--- src/rtl/fir_mac_serial_if.sv ---
// Handshake bundle for the serial-MAC FIR engine: coefficient load port,
// sample input port and filtered output port.
interface fir_mac_serial_if #(
    parameter int DW = 16,
    parameter int CW = 16,
    parameter int OW = 16
);
    logic          coef_load;
    logic          coef_valid;
    logic [CW-1:0] coef_data;
    logic          coef_ready;
    logic          coef_done;
    logic          x_valid;
    logic [DW-1:0] x_data;
    logic          x_ready;
    logic          y_valid;
    logic [OW-1:0] y_data;
    logic          y_sat;
    logic          busy;

    modport slave (
        input  coef_load, coef_valid, coef_data, x_valid, x_data,
        output coef_ready, coef_done, x_ready, y_valid, y_data, y_sat, busy
    );

    modport master (
        output coef_load, coef_valid, coef_data, x_valid, x_data,
        input  coef_ready, coef_done, x_ready, y_valid, y_data, y_sat, busy
    );
endinterface

--- src/rtl/fir_mac_serial.sv ---
// Serial-MAC FIR engine: loads TAPS coefficients, then filters each accepted
// sample with one multiply-accumulate per cycle, rounding and saturating the result.
module fir_mac_serial #(
    parameter int DW        = 16,
    parameter int CW        = 16,
    parameter int TAPS      = 64,
    parameter int ACCW      = 40,
    parameter int OUT_SHIFT = 15,
    parameter int OW        = 16
) (
    input  logic                  clk,
    input  logic                  fir_rest,
    fir_mac_serial_if.slave       bus
);
    localparam int IW = (TAPS > 1) ? $clog2(TAPS) : 1;
    localparam logic [IW-1:0] LAST_IDX = IW'(TAPS - 1);
    localparam logic signed [ACCW-1:0] Y_MAX = {{(ACCW-OW+1){1'b0}}, {(OW-1){1'b1}}};
    localparam logic signed [ACCW-1:0] Y_MIN = {{(ACCW-OW+1){1'b1}}, {(OW-1){1'b0}}};
    localparam logic signed [ACCW-1:0] RND   = ACCW'(1) <<< (OUT_SHIFT - 1);

    typedef enum logic [1:0] {
        ST_LOAD  = 2'd0,
        ST_READY = 2'd1,
        ST_MAC   = 2'd2,
        ST_OUT   = 2'd3
    } state_t;

    state_t                  r_state;
    state_t                  w_next_state;
    logic [IW-1:0]           r_idx;
    logic [IW-1:0]           r_m;
    logic signed [CW-1:0]    r_coef [TAPS];
    logic signed [DW-1:0]    r_dly  [TAPS];
    logic signed [ACCW-1:0]  r_acc;
    logic                    r_coef_done;
    logic                    r_y_valid;
    logic [OW-1:0]           r_y_data;
    logic                    r_y_sat;

    logic signed [DW+CW-1:0] w_prod;
    logic signed [ACCW-1:0]  w_prod_ext;
    logic signed [ACCW-1:0]  w_rounded;
    logic signed [ACCW-1:0]  w_shifted;
    logic [OW-1:0]           w_y_data;
    logic                    w_y_sat;
    logic                    w_coef_ready;
    logic                    w_x_ready;
    logic                    w_busy;

    assign w_prod     = r_dly[r_m] * r_coef[r_m];
    assign w_prod_ext = {{(ACCW-DW-CW){w_prod[DW+CW-1]}}, w_prod};
    assign w_rounded  = r_acc + RND;
    assign w_shifted  = w_rounded >>> OUT_SHIFT;

    // State register
    always_ff @(posedge clk) begin
        if (fir_rest) begin
            r_state <= ST_LOAD;
        end else begin
            r_state <= w_next_state;
        end
    end

    // Next-state logic; an accepted sample takes priority over a reload request
    always_comb begin
        w_next_state = r_state;
        case (r_state)
            ST_LOAD: begin
                if (bus.coef_valid && (r_idx == LAST_IDX)) begin
                    w_next_state = ST_READY;
                end else begin
                    w_next_state = ST_LOAD;
                end
            end
            ST_READY: begin
                if (bus.x_valid) begin
                    w_next_state = ST_MAC;
                end else if (bus.coef_load) begin
                    w_next_state = ST_LOAD;
                end else begin
                    w_next_state = ST_READY;
                end
            end
            ST_MAC: begin
                if (r_m == LAST_IDX) begin
                    w_next_state = ST_OUT;
                end else begin
                    w_next_state = ST_MAC;
                end
            end
            ST_OUT:  w_next_state = ST_READY;
            default: w_next_state = ST_LOAD;
        endcase
    end

    // State-decoded handshake outputs
    always_comb begin
        w_coef_ready = 1'b0;
        w_x_ready    = 1'b0;
        w_busy       = 1'b0;
        case (r_state)
            ST_LOAD:  w_coef_ready = 1'b1;
            ST_READY: w_x_ready    = 1'b1;
            ST_MAC:   w_busy       = 1'b1;
            ST_OUT:   w_busy       = 1'b1;
            default:  w_coef_ready = 1'b0;
        endcase
    end

    // Round-half-up result clipped to the signed output range
    always_comb begin
        w_y_data = w_shifted[OW-1:0];
        w_y_sat  = 1'b0;
        if (w_shifted > Y_MAX) begin
            w_y_data = Y_MAX[OW-1:0];
            w_y_sat  = 1'b1;
        end else if (w_shifted < Y_MIN) begin
            w_y_data = Y_MIN[OW-1:0];
            w_y_sat  = 1'b1;
        end else begin
            w_y_data = w_shifted[OW-1:0];
            w_y_sat  = 1'b0;
        end
    end

    // Datapath: coefficient store, delay line, accumulator and output registers
    always_ff @(posedge clk) begin
        if (fir_rest) begin
            r_idx       <= '0;
            r_m         <= '0;
            r_acc       <= '0;
            r_coef_done <= 1'b0;
            r_y_valid   <= 1'b0;
            r_y_data    <= '0;
            r_y_sat     <= 1'b0;
            for (int k = 0; k < TAPS; k++) begin
                r_coef[k] <= '0;
                r_dly[k]  <= '0;
            end
        end else begin
            r_y_valid <= 1'b0;
            case (r_state)
                ST_LOAD: begin
                    if (bus.coef_valid) begin
                        r_coef[r_idx] <= bus.coef_data;
                        r_idx         <= r_idx + IW'(1);
                        if (r_idx == LAST_IDX) begin
                            r_coef_done <= 1'b1;
                        end else begin
                            r_coef_done <= 1'b0;
                        end
                    end else begin
                        r_idx <= r_idx;
                    end
                end
                ST_READY: begin
                    if (bus.x_valid) begin
                        for (int k = TAPS - 1; k > 0; k--) begin
                            r_dly[k] <= r_dly[k-1];
                        end
                        r_dly[0] <= bus.x_data;
                        r_acc    <= '0;
                        r_m      <= '0;
                    end else if (bus.coef_load) begin
                        r_coef_done <= 1'b0;
                        r_idx       <= '0;
                    end else begin
                        r_m <= r_m;
                    end
                end
                ST_MAC: begin
                    r_acc <= r_acc + w_prod_ext;
                    r_m   <= r_m + IW'(1);
                end
                ST_OUT: begin
                    r_y_valid <= 1'b1;
                    r_y_data  <= w_y_data;
                    r_y_sat   <= w_y_sat;
                end
                default: begin
                    r_y_valid <= 1'b0;
                end
            endcase
        end
    end

    assign bus.coef_ready = w_coef_ready;
    assign bus.coef_done  = r_coef_done;
    assign bus.x_ready    = w_x_ready;
    assign bus.busy       = w_busy;
    assign bus.y_valid    = r_y_valid;
    assign bus.y_data     = r_y_data;
    assign bus.y_sat      = r_y_sat;
endmodule
--- src/flat_wrapper.sv ---
// flat-port wrapper written by rule: the top's interface ports become plain ports
module fir_mac_serial_flat 
#(
    parameter int DW        = 16,
    parameter int CW        = 16,
    parameter int TAPS      = 64,
    parameter int ACCW      = 40,
    parameter int OUT_SHIFT = 15,
    parameter int OW        = 16
)
  (clk, fir_rest, bus_coef_load, bus_coef_valid, bus_coef_data, bus_x_valid, bus_x_data, bus_coef_ready, bus_coef_done, bus_x_ready, bus_y_valid, bus_y_data, bus_y_sat, bus_busy);
  fir_mac_serial_if #(.DW(DW), .CW(CW), .OW(OW)) bus_i ();
  input  logic clk;
  input  logic fir_rest;
  input wire logic [$bits(bus_i.coef_load)-1:0] bus_coef_load;
  input wire logic [$bits(bus_i.coef_valid)-1:0] bus_coef_valid;
  input wire logic [$bits(bus_i.coef_data)-1:0] bus_coef_data;
  input wire logic [$bits(bus_i.x_valid)-1:0] bus_x_valid;
  input wire logic [$bits(bus_i.x_data)-1:0] bus_x_data;
  output wire logic [$bits(bus_i.coef_ready)-1:0] bus_coef_ready;
  output wire logic [$bits(bus_i.coef_done)-1:0] bus_coef_done;
  output wire logic [$bits(bus_i.x_ready)-1:0] bus_x_ready;
  output wire logic [$bits(bus_i.y_valid)-1:0] bus_y_valid;
  output wire logic [$bits(bus_i.y_data)-1:0] bus_y_data;
  output wire logic [$bits(bus_i.y_sat)-1:0] bus_y_sat;
  output wire logic [$bits(bus_i.busy)-1:0] bus_busy;
  assign bus_i.coef_load = bus_coef_load;
  assign bus_i.coef_valid = bus_coef_valid;
  assign bus_i.coef_data = bus_coef_data;
  assign bus_i.x_valid = bus_x_valid;
  assign bus_i.x_data = bus_x_data;
  assign bus_coef_ready = bus_i.coef_ready;
  assign bus_coef_done = bus_i.coef_done;
  assign bus_x_ready = bus_i.x_ready;
  assign bus_y_valid = bus_i.y_valid;
  assign bus_y_data = bus_i.y_data;
  assign bus_y_sat = bus_i.y_sat;
  assign bus_busy = bus_i.busy;
  fir_mac_serial #(.DW(DW), .CW(CW), .TAPS(TAPS), .ACCW(ACCW), .OUT_SHIFT(OUT_SHIFT), .OW(OW)) u_core (.clk(clk), .fir_rest(fir_rest), .bus(bus_i));
endmodule
--- config.mk ---
export PLATFORM = sky130hd
export DESIGN_NAME = fir_mac_serial_flat
export DESIGN_NICKNAME = d
export VERILOG_FILES = /design/src/rtl/fir_mac_serial_if.sv /design/src/rtl/fir_mac_serial.sv /design/src/flat_wrapper.sv
export SDC_FILE = /design/constraint.sdc
export NUM_CORES = 2
export LEC_CHECK = 0
export ABC_AREA = 1
export BUFFER_PORTS_ARGS = -buffer_cell sky130_fd_sc_hd__buf_2
export CORE_ASPECT_RATIO = 0.7
export CORE_MARGIN = 2
export CORE_UTILIZATION = 32
export DETAILED_ROUTE_END_ITERATION = 7
export GPL_ROUTABILITY_DRIVEN = 0
export PLACE_DENSITY_LB_ADDON = 0.08
export SLEW_MARGIN = 20
export SYNTH_ARGS = -nofsm -noshare
export SYNTH_HDL_FRONTEND = slang
export SYNTH_SLANG_ARGS = --single-unit
--- constraint.sdc ---
create_clock -name clk -period 51.5 [get_ports clk]
set_input_delay 5.15 -clock clk [delete_from_list [all_inputs] [get_ports clk]]
set_output_delay 5.15 -clock clk [all_outputs]
set_load 0.05 [all_outputs]
* After elaboration in Yosys (flattened, before gate mapping) *
Memory sizes are Yosys's and may differ from the RTL's. A register that Yosys moved wholly into a read port is not among the register bits.
Index checks and enable logic that the tools add are counted.

word-level totals
  input port bits = 37
  flip-flop bits (word level) = 73
  bits in writable memories = 2048
  memories kept = 2
  word-level logic and storage cells = 205

cells by class
  $lt $le $gt $ge = 2
  reduce and logical (&&, ||, !) cells = 8
  bitwise operators = 64
  multiply operators = 1
  multiplexer cells = 107
  eq/ne operators = 9
  add/subtract/negate cells = 4

memories
  name           words  width  rd ports  clocked after Yosys merged registers in  write ports  RTL line              text
  u_core.r_coef  64     16     1         1                                        64           fir_mac_serial.sv:32  logic signed [CW-1:0] r_coef [TAPS];
  u_core.r_dly   64     16     64        1                                        64           fir_mac_serial.sv:33  logic signed [DW-1:0] r_dly [TAPS];

operator list
  kind                    count
  $mux 16                 67
  $pmux 40 s2             1
  $or 1x1->1              64
  $mux 6                  9
  $add 40x16->40 const B  1
  $add 40x32->40          1
  $mux 40                 1
  $mul 16x16->32          1
  $gt 25x16->1 const B    1
  $lt 25x16->1 const B    1
  $mux 1                  24
  $pmux 6 s2              2
  $reduce_or 16->1        1
  $add 6x1->6 const B     2
  $eq 6x6->1 const B      2
  $ne 2x2->1 const B      4
  $pmux 2 s4              1
  $eq 2x2->1 const B      2
  $reduce_and 4->1        1
  $reduce_bool 2->1       2
  $eq 2x1->1 const B      1
  $logic_not 2->1         1
  $mux 2                  1
  $pmux 1 s2              1
  other kinds (3)         3

* Depth between registers and ports, before layout *
  depth after elaboration = 6
  gate-level depth with buffers = 41
  mapped depth without buffers = 38

* Worst setup path before layout *
No wires, ideal clock.

  path kind = in2reg
  start = in fir_rest
  end = mem u_core.r_dly[0][0] (enable)
  library setup time = 7.036 ns
  setup slack = 22.432 ns
  arrival = 22.032 ns
  stages on the path = 3
  cells stage by stage = clkinv_1 > clkbuf_1 > nand2_1

RTL lines
  item             RTL line              text
  start, declared  flat_wrapper.sv:14    input logic fir_rest;
  end, declared    fir_mac_serial.sv:33

==> results_dict.tcl <==
set metrics [dict create \
    port-buffer-count 58 \
    initial_core_util 0.321 \
    cts_resized 0 \
    wl_per_cell_um 22.0 \
    grt_usage 0.197 \
    min-delay-start "u_core.r_acc[0]" \
    die-area_mm2 0.348 \
    hold_end "u_core.r_acc[0]" \
    holdCritPathClass "flip-flop to flip-flop" \
    drtPass1Iterations 6 \
    final.setup.worst_slack_ps 38900 \
    clkLatencyLatePin_ps 910 \
    synth_flop_cell "edfxtp_1" \
    ys_ff_latch 2127 \
    slew_headroom 0.189 \
    finalClockSkew_ps 85.9 \
    hold-path-cell-count 2 \
    cts_setup_buffers 0 \
    grt_max_degree 173 \
    ant_nets 0 \
    report.final.slew_viol_count 0 \
    cts.reportedPaths.clkPinSlew_ps 60 \
    synth_cell_types 60 \
    max-vdd-ir-drop_mv 0.0318 \
    cp-start-kind "input port" \
    dp_hpwl_mm 211 \
    status "completed" \
    ff2ff_path_depth 34 \
    stdcell_count 15900 \
    seq_area_frac_synth 0.574 \
    synth_edf_count 2048 \
    pre_cts_ws_ps 37850 \
    final-setup-viol-count 0 \
    dp_cells 15500 \
    final_area_mm2 0.121 \
    synthCells 11500 \
    cts_tree "done" \
    drc 0 \
    crit_type "input port to flip-flop" \
    cp_slowest_cell "buf_4" \
    synthTopCellsByCount "nor2_1, edfxtp_1, inv_1" \
    rsz0062_at_grt "false" \
    drt_iter0_drc 7911 \
    ios 59 \
    powerDensity_mw_per_mm2 37.2 \
    cp_slowest_stage_delay_ps 920 \
    grt_pass1_vias 77200 \
    core_area_mm2 0.343 \
    cts_root_buf "clkbuf_16" \
    r2r_setup_slack_ps 39340 \
    grt_pass1_wl_mm 522 \
    end_kind "flip-flop" \
    fin_nets 11700 \
    fin_crit_sh 0.245 \
    yosys_warnings 0 \
    placed_area_mm2 0.114 \
    yosysMostFrequentCell "nor2_1" \
    drt-total-wl_mm 351 \
    synth_area_mm2 0.110 \
    synth_largest_area_cell "edfxtp_1" \
    syn_area_per_cell_um2 9.55 \
    power.leakage_uw 0.0483 \
    cp_cell_sequence "buf_2 -> clkinv_2 -> nand2_4 -> buf_4 -> buf_4 -> buf_12 -> buf_4 -> buf_4 -> buf_4 -> buf_4" \
    die_w_um 705 \
    fmax_mhz 79.4 \
    overflow 0 \
    dr_total_vias 79600 \
    drive_gt1_frac 0.0598 \
    postCtsHoldBufs 0 \
    rows 180 \
    clk_path_buf_depth 4 \
    period_minus_slack_ps 12600 \
    htree_num_levels 4 \
    cp.required_ps 51970 \
    synth_top_area_frac 0.559 \
    fin_setup_tns_ps 0 \
    die_h_um 494 \
    numCtsBuffers 232 \
    cts_sinks 2127 \
    antenna_found_initial 14 \
    r2r-end "u_core.r_acc[30]" \
    hold_violations 0 \
    synthToLayoutAreaGrowth_pct 10.0 \
    cp_common_cell "buf_4" \
    path_max_fanout 158 \
    drv_cap 0 \
    arrival_ps 13070 \
    tightestPinTransition_ps 1220 \
    vias_per_cell 5.00 \
    synth_nets 12000 \
    synth_top_cells_by_area "edfxtp_1, nor2_1, fa_1" \
    synthArstFlopShare 0 \
]
==> critical path, delay by kind of cell <==
kind	cells	cell delay [ps]
simple gates	1	610
buf+inv	9	6860
==> power by group <==
part | internal, uW | total (uW) | switching [uW]
clock network | 919 | 1650 | 727
registers | 1950 | 1970 | 19.1
logic | 269 | 887 | 618
total | 3140 | 4500 | 1360
==> per-layer routing <==
metal	vias up	track usage	part of all wire
li1	37200	-	-
met1	39900	0.315	0.51
met2	2182	0.279	0.41
met3	347	0.0350	0.065
met4	2	0.0297	0.014
met5	-	0	0.00011
==> how the worst max path moves through the flow <==
stage / start / to / slack, ps / depth (start not counted)
CTS: fir_rest / u_core.r_dly[11][15] / 38810 / 10
global route: fir_rest / u_core.r_dly[33][15] / 38210 / 10
global placement: fir_rest / u_core.r_dly[0][15] / 38150 / 10
detailed placement: fir_rest / u_core.r_dly[10][15] / 37850 / 10
finish: fir_rest / u_core.r_dly[33][15] / 38900 / 10
floorplan: fir_rest / u_core.r_dly[0][0] / 22430 / 3
==> per-stage QoR <==
step | power, uW | utilization | hold WS [ps]
final | 4500 | 0.353 | 467
after global routing | 4720 | 0.353 | 485
after CTS | 4550 | 0.353 | 471
after detailed placement | 2880 | 0.332 | 461
after global placement | 2890 | 0.332 | 457
after floorplan | 2620 | - | 445
==> cell families after synthesis <==
logic type	share of synthesized area
buffers and inverters	0.0856
flip-flops	0.574
adder cells (fa/ha/maj)	0.0735
XOR/XNOR	0.00199
AND/OR/NAND/NOR	0.157
AO/OA/AOI/OAI	0.108
==> cell usage in the layout, fill, tap and decap left out, types with 6 or more instances in the layout <==
cell type,count
a21o_1,9
a21oi_1,382
a221oi_1,78
a31oi_1,8
buf_12,12
buf_2,58
buf_4,125
bufinv_16,17
clkbuf_1,56
clkbuf_16,233
clkinv_1,65
clkinv_2,45
dfxtp_1,73
edfxtp_1,2048
fa_1,330
ha_1,118
inv_1,1534
inv_2,26
nand2_1,953
nand2_2,8
nand2_4,10
nand3_1,241
nand4_1,13
nor2_1,3046
nor2_2,74
nor3_1,24
nor3_4,6
o21ai_0,1282
o21ai_1,18
o21ai_2,12
o22ai_1,333
o32ai_1,14
or2_2,7
xnor2_1,9
xor2_1,16
==> cell type report <==
cell class / count / area [um^2]
fill: 34900 / 222000
antenna: 3 / 7.51
clock inverter: 129 / 1080
multi-input combinational: 7044 / 37500
sequential: 2127 / 63100
timing repair buffer: 195 / 1470
inverter: 1576 / 5970
tap: 4550 / 5690
clock buffer: 294 / 6110
==> state kept, by name, indices dropped and copies added, names as in the netlist, named ones only <==
signal and flops:
u_core.r_idx 6, u_core.r_coef 1024, u_core.bus.y_valid 1, u_core.r_m 6, u_core.r_dly 1024, u_core.bus.y_data 16
u_core.bus.y_sat 1, u_core.r_state 1, u_core.r_acc 40, u_core.bus.coef_done 1
Power figures use the tool's default switching activity.
